`src/rtl/accumulator_controller_pkg.sv`:
```
// accumulator_controller_pkg: shared op codes, FSM encoding and datapath width
package accumulator_controller_pkg;
    localparam int ACC_W = 4;
    typedef enum logic [1:0] {OP_LOAD = 2'b00, OP_ADD = 2'b01, OP_SUB = 2'b10, OP_CLEAR = 2'b11} op_t;
    typedef enum logic [1:0] {IDLE, EXEC, DONE} state_t;
endpackage

```
`src/rtl/accumulator_controller_adder_subtractor.sv`:
```
// adder_subtractor: 4-bit combinational add (selector=0) or subtract (selector=1)
module adder_subtractor
    import accumulator_controller_pkg::*;
(
    input  logic [ACC_W-1:0] num1,
    input  logic [ACC_W-1:0] num2,
    input  logic             selector,
    output logic [ACC_W-1:0] sum,
    output logic             cout
);
    assign {cout, sum} = {1'b0, num1} + {1'b0, num2 ^ {ACC_W{selector}}} + {{ACC_W{1'b0}}, selector};
endmodule

```
`src/rtl/accumulator_controller.sv`:
```
// accumulator_controller: valid/ready command FSM around a 4-bit accumulator; ACC_SAT_EN enables saturating ADD/SUB
module accumulator_controller
    import accumulator_controller_pkg::*;
#(
    parameter int WIDTH = ACC_W,
    parameter int CNT_W = 8
) (
    input  logic             clk,
    input  logic             rst,
    input  logic             in_valid,
    output logic             in_ready,
    input  logic [1:0]       in_op,
    input  logic [WIDTH-1:0] in_data,
    output logic             out_valid,
    input  logic             out_ready,
    output logic [WIDTH-1:0] out_acc,
    output logic             out_c,
    output logic             out_v,
    output logic             out_z,
    output logic [CNT_W-1:0] op_count
);
    state_t           state;
    op_t              op_q;
    logic [WIDTH-1:0] data_q, sum, arith, nxt_acc;
    logic             sub, arith_op, cout, ovf;

    adder_subtractor u_addsub (
        .num1    (out_acc),
        .num2    (data_q),
        .selector(sub),
        .sum     (sum),
        .cout    (cout)
    );

    assign in_ready = (state == IDLE) & ~rst;

    always_comb begin
        sub      = op_q == OP_SUB;
        arith_op = op_q == OP_ADD || sub;
        ovf      = (out_acc[WIDTH-1] ^ sum[WIDTH-1]) & ~(out_acc[WIDTH-1] ^ data_q[WIDTH-1] ^ sub);
`ifdef ACC_SAT_EN
        arith    = ovf ? (out_acc[WIDTH-1] ? {1'b1, {(WIDTH-1){1'b0}}} : {1'b0, {(WIDTH-1){1'b1}}}) : sum;
`else
        arith    = sum;
`endif
        nxt_acc  = op_q == OP_LOAD ? data_q : arith_op ? arith : '0;
    end

    always_ff @(posedge clk) begin
        if (rst) begin
            state     <= IDLE;
            op_q      <= OP_LOAD;
            data_q    <= '0;
            out_valid <= 1'b0;
            out_acc   <= '0;
            out_c     <= 1'b0;
            out_v     <= 1'b0;
            out_z     <= 1'b0;
            op_count  <= '0;
        end else begin
            case (state)
                IDLE: if (in_valid) begin
                    op_q   <= op_t'(in_op);
                    data_q <= in_data;
                    state  <= EXEC;
                end
                EXEC: begin
                    out_acc   <= nxt_acc;
                    out_c     <= arith_op & cout;
                    out_v     <= arith_op & ovf;
                    out_z     <= nxt_acc == '0;
                    op_count  <= op_count + CNT_W'(1);
                    out_valid <= 1'b1;
                    state     <= DONE;
                end
                DONE: if (out_ready) begin
                    out_valid <= 1'b0;
                    state     <= IDLE;
                end
                default: state <= IDLE;
            endcase
        end
    end
endmodule

```
`config.mk`:
```
export PLATFORM = sky130hd
export DESIGN_NAME = accumulator_controller
export DESIGN_NICKNAME = d
export VERILOG_FILES = /design/src/rtl/accumulator_controller_pkg.sv /design/src/rtl/accumulator_controller_adder_subtractor.sv /design/src/rtl/accumulator_controller.sv
export SDC_FILE = /design/constraint.sdc
export NUM_CORES = 1
export LEC_CHECK = 0
export BUFFER_PORTS_ARGS = -buffer_cell sky130_fd_sc_hd__buf_2
export CORE_MARGIN = 3
export CORE_UTILIZATION = 55
export DETAILED_ROUTE_END_ITERATION = 8
export GPL_ROUTABILITY_DRIVEN = 0
export PLACE_DENSITY = 0.92
export SLEW_MARGIN = 20
export SYNTH_ARGS = -nofsm -noshare
export SYNTH_HDL_FRONTEND = slang
export SYNTH_HIERARCHICAL = 1
export SYNTH_SLANG_ARGS = --single-unit
```
`constraint.sdc`:
```
create_clock -name clk -period 4.4 [get_ports clk]
set_clock_uncertainty 0.1 [all_clocks]
set_input_delay 0.88 -clock clk [delete_from_list [all_inputs] [get_ports clk]]
set_output_delay 0.88 -clock clk [all_outputs]
set_load 0.005 [all_outputs]
```
==> summary.txt <==
Run status
  – Status: completed

Power and ir drop
  – Logic gate share of total power: 21.5%
  – Switching share of power: 28.7%
  – Clock Power Share: 25.5%
  – Cell Int Power: 325 uW
  – Pwr Density: 318 nW/um^2
  – Leak pwr: 0.000611 uW
  – Highest ir drop seen on vdd: 0.270 mV
  – Switch Pwr: 131 uW
  – Reg power frac: 52.9%

GRT
  – Largest net degree at the start of global routing: 28
  – Initial antenna violation count: 0
  – Vias in the first global route: approximately 1100
  – Tot GR Track Use: 20.2%
  – GRT overflow: 0
  – First-pass GRT wire length: 4360 um

Drt
  – # DRC: 0
  – Post-route ant nets: 0
  – Via density: 5.98
  – Drt total wl: 2620 um
  – Initial DRC count: 51
  – Via count: 1112
  – Post-DR wirelength/cell: approximately 14 um
  – Router iterations before antenna repair: 4

Critical path
  – Worst Path Arrival: 2860 ps
  – CP endpoint kind: flop
  – CP startpoint kind: flop
  – CP Class: flop to flop
  – CP Max Fanout: 5
  – CP cell instances: inv_1 > ha_1 > xor2_1 > ha_1 > inv_1 > or4_1 > nand4_1 > nand3b_1 > mux2_2 > o31ai_1
  – Required time at the worst-slack endpoint: between 4000 and 5000 ps
  – Crit-path slowest cell: or4_1
  – Critical Path Max Stage Delay: 530 ps

STA
  – Fin crit share: 61.7%
  – Highest Clock Rate: 368 MHz
  – Setup TNS: 0 ps
  – Max-slew headroom: between 40% and 50%
  – Pins Over Slew Limit: 0
  – RSZ-0062 raised after global routing: no
  – Setup violators final: 0
  – Slew @ Worst Pin: 820 ps
  – Tmin final: approximately 2700 ps
  – Fin. Hold Viols: 0

Placement
  – Placed instance count: 182
  – DP HPWL: 1980 um
  – Port Buffers: 26

Clock network
  – Post_cts resized: 0
  – TritonCTS buffer count: 3
  – TritonCTS Sinks: 24
  – Post-CTS setup buffer count: 0
  – CTS Buffer Depth: 2
  – TritonCTS clock tree: yes
  – Root Driver: clkbuf_4
  – Clk slew on worst S/H paths: 130 ps
  – Worst-skew pair later-pin latency: approximately 320 ps
  – Maximum level of the CTS H-tree: 1
  – Hold Buf Count CTS: 0

Floorplan
  – I/O pin total: 27
  – Die area: 2930 um^2
  – Die height: 54.1 um
  – FP Rows: 16
  – Core region area: roughly 2100 um^2
  – Die W: 54.1 um
  – Starting Density: 61.2%

Job
  – Max-cap viol count: 0

Logic synthesis
  – Synthesized flop and latch total: 24
  – Sequential-to-total area share from yosys stat: 37.7%
  – Syn Std Cell Area: between 1000 and 1500 um^2
  – Mapped Cells: between 100 and 150
  – Main flop type after synthesis: dfxtp_1
  – Post-Synthesis Net Count: ~150
  – Share of synthesized registers carrying an async set or reset: 0%
  – Syn avg cell area: 9.37 um^2
  – Number of enable flip-flop cells after synthesis: 0
  – Yosys warns: 6
  – Synth cell types: about 40

Final layout
  – Utilization after layout: 68.9%
  – Multi-input gate area: 742 um^2
  – Layout cells sized above 1: 23.9%
  – ANT cells: 0
  – Most common cell after layout, fill and taps aside: buf_2
  – Layout area overhead: 12.6%
  – Final nets: 177
  – Sequential Area: 480 um^2
  – Fill cells: about 170
  – Most frequent cells in the layout: buf_2, dfxtp_1, nor2_1
  – Final Non-Filler Cells: roughly 190

Min path
  – HP Class: flop to flop
==> sequential cells by signal (all words and copies together) (netlist names) <==
signal / cells
out_c: 1
data_q: 4
out_z: 1
out_acc: 4
out_v: 1
op_count: 8
op_q: 2
state: 2
out_valid: 1
==> power by group through the flow <==
stage          registers [uW]  logic (uW)  clock network, uW
4_1_cts                   241        96.8                118
3_3_place_gp              245        90.0                  0
3_5_place_dp              246        96.4                  0
2_1_floorplan             241        75.8                  0
5_1_grt                   243         107                128
6_report                  241        98.1                116
==> cells in the mapped netlist (3+ instances only) <==
cell | n | area [um^2]
nand4_1 | 4 | 25.0
xor2_1 | 5 | 43.8
nand3b_1 | 5 | 37.5
xnor2_1 | 3 | 26.3
mux2i_1 | 6 | 60.1
o31ai_1 | 3 | 22.5
nor2b_1 | 5 | 31.3
nor2_1 | 12 | 45.0
nand2_1 | 6 | 22.5
nand3_1 | 3 | 15.0
inv_1 | 3 | 11.3
nor3_1 | 4 | 20.0
clkbuf_1 | 3 | 11.3
dfxtp_1 | 24 | 480
a21oi_1 | 10 | 50.1
or4_1 | 3 | 22.5
ha_1 | 6 | 75.1
==> metal layers <==
metal	GRT usage (%)	wire length, um	vias to the layer above
met2	34.1	1280	40
met4	9.13	46	0
li1	-	-	535
met5	0	0	-
met1	24.8	1130	527
met3	3.60	157	10
==> metrics by stage <==
| step | hold WS, ps | total power [uW] | area [um^2] | setup WS [ps] |
|---|---|---|---|---|
| after floorplan | 348 | 317 | 1270 | 1960 |
| after global placement | 335 | 335 | 1400 | 1890 |
| after detailed placement | 357 | 342 | 1400 | 1750 |
| after CTS | 374 | 456 | 1430 | 1720 |
| after global routing | 410 | 478 | 1430 | 1550 |
| final | 365 | 456 | 1430 | 1690 |
==> cell type report <==
class	instances	area share, %
inverters	3	0.785
repair buffers	26	9.08
multi-input cells	102	51.7
flip-flops and latches	24	33.5
well taps	27	2.36
clock buffers	4	2.53
==> logic make-up after synthesis <==
family	share of synthesized area, %
and+or+nand+nor	25.0
adders and majority gates	7.47
buffers and inverters	4.03
muxes	7.66
DFF	37.7
AOI/OAI and AO/OA	12.7
xor gates and xnor gates	5.50
==> critical path: cells and delay by family (launching register included) <==
| family | cells | cell delay (ps) |
|---|---|---|
| XOR/XNOR | 1 | 170 |
| AND/OR/NAND/NOR | 3 | 790 |
| multiplexers | 1 | 280 |
| buffers and inverters | 2 | 160 |
| AO/OA/AOI/OAI | 1 | 170 |
| flip-flops | 1 | 360 |
| adder cells (fa/ha/maj) | 2 | 600 |
==> final timing paths <==
path	to	depth (start not counted)	slack (ps)	startpoint
max	out_v	10	1690	op_q[0]
min	out_c	2	370	out_c
max reg2reg	out_v	10	1690	op_q[0]
min reg2reg	out_c	2	370	out_c
Power figures use the tool's default switching activity.
